`src/rtl/ps2_key_decoder.sv`:
```
// ---------------------------------------------------------------------------
// ps2_key_decoder
//   Receive-only PS/2 keyboard decoder. Synchronizes the raw PS/2 clock and
//   data lines, frames 11-bit words (start, 8 data LSB first, odd parity,
//   stop), and runs a prefix tracker that turns scan-code bytes into make
//   codes. Break sequences (F0 xx, E0 F0 xx) are swallowed silently.
//
// Parameters
//   TIMEOUT      idle iCLK cycles after which a partial frame is discarded
//   SYNC_STAGES  synchronizer depth for ps2_clk / ps2_data (>= 2)
//
// Ports
//   iCLK       in   system clock, rising edge
//   iRST       in   asynchronous active-high reset
//   ps2_clk    in   raw PS/2 clock (asynchronous)
//   ps2_data   in   raw PS/2 data  (asynchronous)
//   key_in     out  last make code (E0-prefixed codes give the base byte)
//   key_en     out  one-cycle strobe: new make code on key_in
//   key_ext    out  make code was E0-prefixed
//   frame_err  out  one-cycle strobe: start/parity/stop/timeout error
// ---------------------------------------------------------------------------
module ps2_key_decoder #(
  parameter int TIMEOUT     = 25000,
  parameter int SYNC_STAGES = 2
) (
  input  logic       iCLK,
  input  logic       iRST,
  input  logic       ps2_clk,
  input  logic       ps2_data,
  output logic [7:0] key_in,
  output logic       key_en,
  output logic       key_ext,
  output logic       frame_err
);

  localparam int TW = $clog2(TIMEOUT + 1);

  typedef enum logic [1:0] {S_IDLE, S_DATA, S_PARITY, S_STOP} frame_state_t;
  typedef enum logic [1:0] {P_NORM, P_E0, P_F0, P_E0F0} prefix_state_t;

  logic [SYNC_STAGES-1:0] r_clk_sync;
  logic [SYNC_STAGES-1:0] r_data_sync;
  logic                   r_clk_prev;
  frame_state_t           r_state;
  prefix_state_t          r_prefix;
  logic [2:0]             r_bit_cnt;
  logic [7:0]             r_shift;
  logic                   r_parity;
  logic [TW-1:0]          r_to_cnt;

  logic w_clk_s;
  logic w_data_s;
  logic w_fall;
  logic w_frame_ok;

  assign w_clk_s    = r_clk_sync[SYNC_STAGES-1];
  assign w_data_s   = r_data_sync[SYNC_STAGES-1];
  assign w_fall     = r_clk_prev & ~w_clk_s;
  // Stop bit high and odd parity over data+parity.
  assign w_frame_ok = w_data_s & (^r_shift ^ r_parity);

  // Idle PS/2 lines are high, so the synchronizer resets to 1; this keeps a
  // reset release from looking like a falling edge.
  always_ff @(posedge iCLK or posedge iRST) begin
    if (iRST) begin
      r_clk_sync  <= '1;
      r_data_sync <= '1;
      r_clk_prev  <= 1'b1;
    end else begin
      // NOTE: non-blocking assignments make every flop sample the old value
      // of its neighbour, which is what turns this into a shift chain.
      r_clk_sync  <= {r_clk_sync[SYNC_STAGES-2:0], ps2_clk};
      r_data_sync <= {r_data_sync[SYNC_STAGES-2:0], ps2_data};
      r_clk_prev  <= w_clk_s;
    end
  end

  always_ff @(posedge iCLK or posedge iRST) begin
    if (iRST) begin
      r_state   <= S_IDLE;
      r_prefix  <= P_NORM;
      r_bit_cnt <= '0;
      r_shift   <= '0;
      r_parity  <= 1'b0;
      r_to_cnt  <= '0;
      key_in    <= 8'h00;
      key_en    <= 1'b0;
      key_ext   <= 1'b0;
      frame_err <= 1'b0;
    end else begin
      key_en    <= 1'b0;
      frame_err <= 1'b0;

      // Watchdog: only runs while a frame is in progress.
      if (r_state == S_IDLE || w_fall) begin
        r_to_cnt <= '0;
      end else begin
        r_to_cnt <= r_to_cnt + 1'b1;
      end

      if (w_fall) begin
        unique case (r_state)
          S_IDLE: begin
            if (!w_data_s) begin
              r_state   <= S_DATA;
              r_bit_cnt <= '0;
            end
          end
          S_DATA: begin
            r_shift[r_bit_cnt] <= w_data_s;
            r_bit_cnt          <= r_bit_cnt + 1'b1;
            if (r_bit_cnt == 3'd7) r_state <= S_PARITY;
          end
          S_PARITY: begin
            r_parity <= w_data_s;
            r_state  <= S_STOP;
          end
          S_STOP: begin
            r_state <= S_IDLE;
            if (!w_frame_ok) begin
              frame_err <= 1'b1;
            end else begin
              unique case (r_prefix)
                P_F0, P_E0F0: r_prefix <= P_NORM;  // byte after F0 is a break code
                default: begin
                  if (r_shift == 8'hE0) begin
                    r_prefix <= P_E0;
                  end else if (r_shift == 8'hF0) begin
                    r_prefix <= (r_prefix == P_E0) ? P_E0F0 : P_F0;
                  end else begin
                    key_in   <= r_shift;
                    key_en   <= 1'b1;
                    key_ext  <= (r_prefix == P_E0);
                    r_prefix <= P_NORM;
                  end
                end
              endcase
            end
          end
          default: r_state <= S_IDLE;
        endcase
      end else if (r_state != S_IDLE && r_to_cnt == TW'(TIMEOUT - 1)) begin
        // TIMEOUT cycles without an edge: abandon the frame and the prefix.
        r_state   <= S_IDLE;
        r_prefix  <= P_NORM;
        frame_err <= 1'b1;
      end
    end
  end

endmodule

```
`config.mk`:
```
export PLATFORM = sky130hd
export DESIGN_NAME = ps2_key_decoder
export DESIGN_NICKNAME = d
export VERILOG_FILES = /design/src/rtl/ps2_key_decoder.sv
export SDC_FILE = /design/constraint.sdc
export NUM_CORES = 1
export LEC_CHECK = 0
export ABC_AREA = 1
export ABC_CLOCK_PERIOD_IN_PS = 3900
export CAP_MARGIN = 25
export CORE_MARGIN = 5
export CORE_UTILIZATION = 35
export DETAILED_ROUTE_END_ITERATION = 12
export MAX_ROUTING_LAYER = met4
export PLACE_DENSITY = 0.59
export SYNTH_ARGS = -nofsm -noshare
export SYNTH_HDL_FRONTEND = slang
export SYNTH_SLANG_ARGS = --single-unit
```
`constraint.sdc`:
```
create_clock -name iCLK -period 3.9 [get_ports iCLK]
set_clock_uncertainty 0.15 [all_clocks]
set_input_delay 0.585 -clock iCLK [delete_from_list [all_inputs] [get_ports iCLK]]
set_output_delay 0.585 -clock iCLK [all_outputs]
set_load 0.02 [all_outputs]
```
==> summary.md, run 1 <==
| Metric | Value |
|---|---|
| Outcome | finished clean |
| Nets | 307 |
| Post-Syn Instances | 270 |
| Met3 wire length | 135 microns |
| Largest delay share family, worst path | buffers and inverters |
| Setup TNS | 0 ns |
| Routability cong. | 0.800 |
| CTS sink count | 47 |
| CP max stage cell | clkdlybuf4s50_1 |
| Primary FF master, synth | dfrtp_1 |
| Top area cells in the synthesized netlist | dfrtp_1, nand2_1, ha_1, dfstp_2, inv_1 |
| Final cycle utilization of the critical path | 51.4% |
| Finished Cell Area | 2790 sq um |
| Crit path DAT | 1.27 ns |
| # DRC | 0 |
| Clock Latency Late Sink | 0.30 ns |
| Non-Filler Instances | 371 |
| Pre-antenna DRT Iters | 4 |
| Worst EP required | 3.16 ns |
| Post-synth net total | 287 |
| Most common cell after layout, fill and taps aside | nand2_1 |
| Top routing layer in use | met4 |
| Leading area contributor after synthesis | dfrtp_1 |
| Pins over their slew limit | 0 |
| Final WS setup | 1.90 ns |
| Placeable Area | 6760 sq um |
| Highest-count cells in the layout ignoring fill and taps | nand2_1, dfrtp_1, inv_1 |
| Die H | 92.9 microns |
| Crit path launch type | flip-flop |
| Global Route Usage Sum | 11.2% |
| Final hold violation count | 0 |
| TritonCTS clock tree | yes |
| Peak supply drop | 0.279 mV |
| Row count | 30 |
| Yosys warning count | 0 |
| Die X | 92.9 microns |
| Initial antenna violation count | 0 |
| Endpoint type of the worst setup path | output pin |
| Metal2 WL | 2030 microns |
| Fillcell total | 682 |
| Largest net degree at the start of global routing | 48 |
| Fraction of registers with async set/reset | 100% |
| WS Path Type | flip-flop to output pin |
| Placed cell areas | 2630 sq um |
| Area grow syn2layout | 16.0% |
| Measured slew at the worst slew-check pin | 0.567 ns |
| Via/cell ratio | 4.78 |
| Clock Path Buffers | 2 |
| Htree depth | 2 |
| Max-slew headroom | 62.1% |
| Final WL | 4310 microns |
| Routed vias | 1772 |
| Fmax | 0.499 GHz |
| # IOs | 15 |
| Finished Core Util | 41.3% |
| Final setup vio count | 0 |
| Post-synth EDFFs | 0 |
| Wl on met1 | 2090 microns |
| Leak | 1.30 nW |
| Dpl hpwl | 3130 microns |
| # Post-CTS Setup Buffers | 0 |
| Cell Pwr Density | 526 nW/um^2 |
| Seq/Total Area, Yosys | 49.1% |
| PostCTS Resize Cnt | 0 |
| HP Class | flip-flop to flip-flop |
| RSZ-0062 raised after global routing | no |
| CP cell instances | clkdlybuf4s50_1 |
| Post-synth cell types | 34 |
| Cell Area, Synth | 2410 sq um |
| Synthesized area per cell | 8.91 sq um |
| R2R Setup Slk | 1.90 ns |
| Largest stage delay on the critical path | 0.61 ns |
| Hold_buf cts | 0 |
| Worst path bufs/invs | 1 |
| Top cell type's share of synthesized area | 43.7% |
| First-pass GRT wire length | 7680 microns |
| Root buffer cell | clkbuf_8 |
| Detailed router's first-iteration violation count | 114 |
| Max cap viols | 0 |
| Port Buffers | 14 |
| Clock slew at reported path FFs | 0.09 ns |
| Share of post-route cells with drive strength above 1 | 14.4% |
| Initial core utilization | 35.6% |
| Ant diodes | 0 |
| Worst slack, placed | 1.89 ns |
| CP max FO | 2 |
| Min Tclk post-route | 2.00 ns |
| Congestion Overflow GR | 0 |
| Final ANT Viol Nets | 0 |
| Die ar. | 8630 sq um |
| Cells after DPL | 362 |
| Drt wl/cell | 11.6 microns |
| Vias in the first global route | 1776 |
| Num CTS Buffers | 5 |
| Register bit total from synthesis | 47 |
==> metal layers <==
layer / vias up / track usage [%]
met4: 0 / 3.54
met1: 828 / 13.2
met3: 7 / 2.76
li1: 915 / -
met5: - / -
met2: 22 / 18.8
==> kinds of logic after synthesis <==
logic type	synth area share (%)
buffers and inverters	6.86
AO/OA/AOI/OAI	10.1
flip-flops	49.1
XOR/XNOR	1.09
adder cells (fa/ha/maj)	6.76
AND/OR/NAND/NOR	26.1
==> power breakdown <==
group	internal [mW]	leakage [nW]	total (mW)	switching, mW
Clock	0.256	0.0654	0.416	0.160
Sequential	0.554	0.628	0.603	0.0495
Combinational	0.164	0.605	0.447	0.283
==> through the flow <==
| step | hold WS, ns | total power, mW |
|---|---|---|
| after floorplan | 0.195 | 0.962 |
| after global placement | 0.196 | 1.05 |
| after detailed placement | 0.198 | 1.07 |
| after CTS | 0.212 | 1.49 |
| after global routing | 0.214 | 1.59 |
| final | 0.209 | 1.47 |
==> final cells by class <==
class | count | area [sq um] | share of cell area [%]
Clock inverter | 2 | 60.1 | 2.15
Tap cell | 80 | 100 | 3.59
Inverter | 39 | 149 | 5.34
Multi-Input combinational cell | 182 | 1060 | 37.9
Timing Repair Buffer | 15 | 168 | 6.01
Sequential cell | 47 | 1180 | 42.4
Clock buffer | 6 | 72.6 | 2.60
==> worst paths after layout <==
kind                                  endpoint  cells after the start            from
worst min-delay path            r_data_sync[1]                      0  r_data_sync[0]
worst min register to register  r_data_sync[1]                      0  r_data_sync[0]
min in group asynchronous           r_shift[5]                      2            iRST
worst max register to register       key_in[6]                     11      r_shift[6]
max in group asynchronous           r_clk_prev                      3            iRST
worst max-delay path                 key_in[0]                      1       key_in[0]
==> Yosys cell counts (2+ instances only) <==
| cell type | number |
|---|---|
| nor2_2 | 3 |
| nand3_1 | 17 |
| nor2_4 | 3 |
| nor2_1 | 26 |
| nor3_1 | 7 |
| dfstp_2 | 5 |
| o21ai_1 | 4 |
| nand3_2 | 2 |
| a21oi_1 | 11 |
| o21ai_0 | 12 |
| a31oi_1 | 4 |
| nand2_1 | 51 |
| o21a_1 | 2 |
| o21ai_2 | 7 |
| inv_1 | 35 |
| nand2_2 | 5 |
| inv_2 | 2 |
| nand4_1 | 4 |
| dfrtp_1 | 42 |
| ha_1 | 13 |
| xnor2_1 | 2 |
==> registers in the layout, indices dropped and copies added, names as in the netlist <==
register / cells
frame_err: 1
key_en: 1
key_ext: 1
key_in: 8
r_bit_cnt: 3
r_clk_prev: 1
r_clk_sync: 2
r_data_sync: 2
r_parity: 1
r_prefix: 2
r_shift: 8
r_state: 2
r_to_cnt: 15
Power figures use the tool's default switching activity.
==> inputs of run 2 (changes only) <==
Settings changed: ABC_CLOCK_PERIOD_IN_PS 3900 to 1900.
Clock period 3.9 ns to 1.9 ns, I/O delays scaled along.
==> summary.md, run 2 (same netlist as run 1, synthesis figures left out) <==
| Metric | Value |
|---|---|
| Die H | 92.9 microns (unchanged) |
| Leak | 1.38 nW (was 1.30 nW) |
| Die X | 92.9 microns (unchanged) |
| Initial core utilization | 35.6% (unchanged) |
| CP max stage cell | dfrtp_1 (was clkdlybuf4s50_1) |
| Cells after DPL | 374 (was 362) |
| Int Pwr | 2.28 mW (was 0.974 mW) |
| CP max FO | 9 (was 2) |
| Initial antenna violation count | 0 (unchanged) |
| Measured slew at the worst slew-check pin | 0.324 ns (was 0.567 ns) |
| Num CTS Buffers | 5 (unchanged) |
| Max cap viols | 0 (unchanged) |
| Share of post-route cells with drive strength above 1 | 24.7% (was 14.4%) |
| Final setup vio count | 0 (unchanged) |
| Pre-antenna DRT Iters | 5 (was 4) |
| CTS sink count | 47 (unchanged) |
| HP Class | input port to asynchronous set/reset pin (was flip-flop to flip-flop) |
| TritonCTS clock tree | yes (unchanged) |
| Fillcell total | 650 (was 682) |
| Final WL | 4760 microns (was 4310 microns) |
| Htree depth | 2 (unchanged) |
| Min Tclk post-route | 1.85 ns |
| Regs by FF count | r_to_cnt (15), key_in (8), r_shift (8) (unchanged) |
| Congestion Overflow GR | 0 (unchanged) |
| Placeable Area | 6760 sq um (unchanged) |
| Detailed router's first-iteration violation count | 110 (was 114) |
| Nets | 324 (was 307) |
| WS Path Type | flip-flop to flip-flop (was flip-flop to output pin) |
| Reg2reg path depth | 12 (was 11) |
| Global Route Usage Sum | 11.9% (was 11.2%) |
| Ant diodes | 0 (unchanged) |
| Die ar. | 8630 sq um (unchanged) |
| Largest net degree at the start of global routing | 48 (unchanged) |
| Fmax | 0.542 GHz |
| Cell Pwr Density | 1160 nW/um^2 (was 526 nW/um^2) |
| Hold_buf cts | 0 (unchanged) |
| Clk pwr share | 24.7% (was 28.4%) |
| CP most frequent cell | nand2_1 |
| Setup TNS | 0 ns (unchanged) |
| Via/cell ratio | 4.71 (was 4.78) |
| Root buffer cell | clkbuf_8 (unchanged) |
| Worst EP required | 1.95 ns (was 3.16 ns) |
| Max-slew headroom | 78.2% (was 62.1%) |
| Flip-flop count of the largest register after layout | 15 (unchanged) |
| Outcome | finished clean (unchanged) |
| Routability cong. | 0.804 (was 0.800) |
| Sequential share of power | 35.6% (was 41.1%) |
| Vias in the first global route | 1777 (was 1776) |
| # DRC | 0 (unchanged) |
| Highest-count cells in the layout ignoring fill and taps | nand2_1, dfrtp_1, inv_1 (unchanged) |
| RSZ-0062 raised after global routing | yes (was no) |
| Row count | 30 (unchanged) |
| # IOs | 15 (unchanged) |
| Final cycle utilization of the critical path | 97.2% |
| Most common cell after layout, fill and taps aside | nand2_1 (unchanged) |
| Clock Latency Late Sink | 0.30 ns (about the same) |
| Clock Path Buffers | 2 (unchanged) |
| P_sw | 1.22 mW (was 0.492 mW) |
| Peak supply drop | 0.513 mV (was 0.279 mV) |
| Area grow syn2layout | 25.7% (was 16.0%) |
| Dpl hpwl | 3370 microns (was 3130 microns) |
| Port Buffers | 14 (unchanged) |
| Reg with most FFs | r_to_cnt (unchanged) |
| Final hold violation count | 0 (unchanged) |
| Routed vias | 1827 (was 1772) |
| Pwr Total | 3.50 mW (was 1.47 mW) |
| Crit path DAT | 1.90 ns (was 1.27 ns) |
| Clock slew at reported path FFs | 0.09 ns (about the same) |
| Endpoint type of the worst setup path | flip-flop (was output pin) |
| Drt wl/cell | 12.3 microns (was 11.6 microns) |
| Final ANT Viol Nets | 0 (unchanged) |
| Switching Fraction | 34.9% (was 33.6%) |
| Comb power frac | 39.7% (was 30.5%) |
| Worst slack, placed | -0.0107 ns (was 1.89 ns) |
| Non-Filler Instances | 388 (was 371) |
| Pins over their slew limit | 0 (unchanged) |
| Final WS setup | 0.0534 ns (was 1.90 ns) |
| Crit path launch type | flip-flop (unchanged) |
| First-pass GRT wire length | 8090 microns (was 7680 microns) |
| Largest stage delay on the critical path | 0.38 ns (was 0.61 ns) |
| CP cell instances | inv_2 > ha_4 > inv_1 > nand2_1 > nand2_1 > nand2_2 > nand3_4 > buf_12 > nand4_4 > clkinv_1 > nand2_1 > nand2_1 (was clkdlybuf4s50_1) |
-- run 2: cell count changes in the layout (fill, tap and decap cells not counted), moves of 2 or more --
cell,change
buf_4,+14
inv_1,-6
inv_2,+6
ha_1,-5
ha_4,+4
nand2_1,-4
nand2_2,+3
buf_12,+2
nor2_1,-2
-- run 2: worst paths after layout --
| check | from | end | slack (ns) |
|---|---|---|---|
| max | r_shift[0] | key_in[6] | 0.05 |
| min | iRST | r_to_cnt[1] | 0.18 |
| max reg2reg | r_shift[0] | key_in[6] | 0.05 |
| min reg2reg | r_data_sync[0] | r_data_sync[1] | 0.21 |
| max in group asynchronous | iRST | r_clk_sync[0] | 1.13 |
| min in group iCLK | r_data_sync[0] | r_data_sync[1] | 0.21 |
-- run 2: critical path, delay by kind of cell, from the launching register on --
family	cells	cell delay, ns
buffers and inverters	4	0.37
AND/OR/NAND/NOR	7	0.56
adder cells (fa/ha/maj)	1	0.28
flip-flops	1	0.38
-- run 2: layout make-up --
class                           instances  area (sq um)  area share (%)
Multi-Input combinational cell        183          1160            38.5
Sequential cell                        47          1180            39.1
Tap cell                               80           100            3.31
Inverter                               39           149            4.92
Clock buffer                            6          72.6            2.40
Timing Repair Buffer                   31           297            9.80
Clock inverter                          2          60.1            1.99
-- run 2: metal layers --
layer / share of wire [%] / track usage [%] / vias up / routed length, microns
met3: 2.9 / 2.19 / 5 / 138
met5: 0 / - / - / 0
met1: 49 / 15.0 / 845 / 2320
met4: 1.4 / 4.15 / 0 / 67
li1: - / - / 954 / -
met2: 47 / 19.1 / 23 / 2240
-- run 2: power by group through the flow --
stage	Sequential [mW]	Combinational (mW)	Clock [mW]
after floorplan	1.25	0.720	0
after global placement	1.25	1.03	0
after detailed placement	1.25	1.06	0
after CTS	1.24	1.13	0.895
after global routing	1.26	1.56	0.926
final	1.25	1.39	0.863
-- run 2: per-stage QoR --
stage | util [%] | instance area [sq um] | hold slack (ns)
after floorplan | - | 2410 | 0.139
after global placement | 40.4 | 2730 | 0.196
after detailed placement | 40.4 | 2730 | 0.198
after CTS | 42.8 | 2890 | 0.183
after global routing | 44.8 | 3030 | 0.199
final | 44.8 | 3030 | 0.175
-- run 2: repair_timing --
action,4_1_cts,5_1_grt
gates resized for setup,2,20
hold endpoints to repair,0,0
buffers inserted,0,5
gates cloned,1,0
pin swaps,0,15
endpoints found under the setup margin,4,14
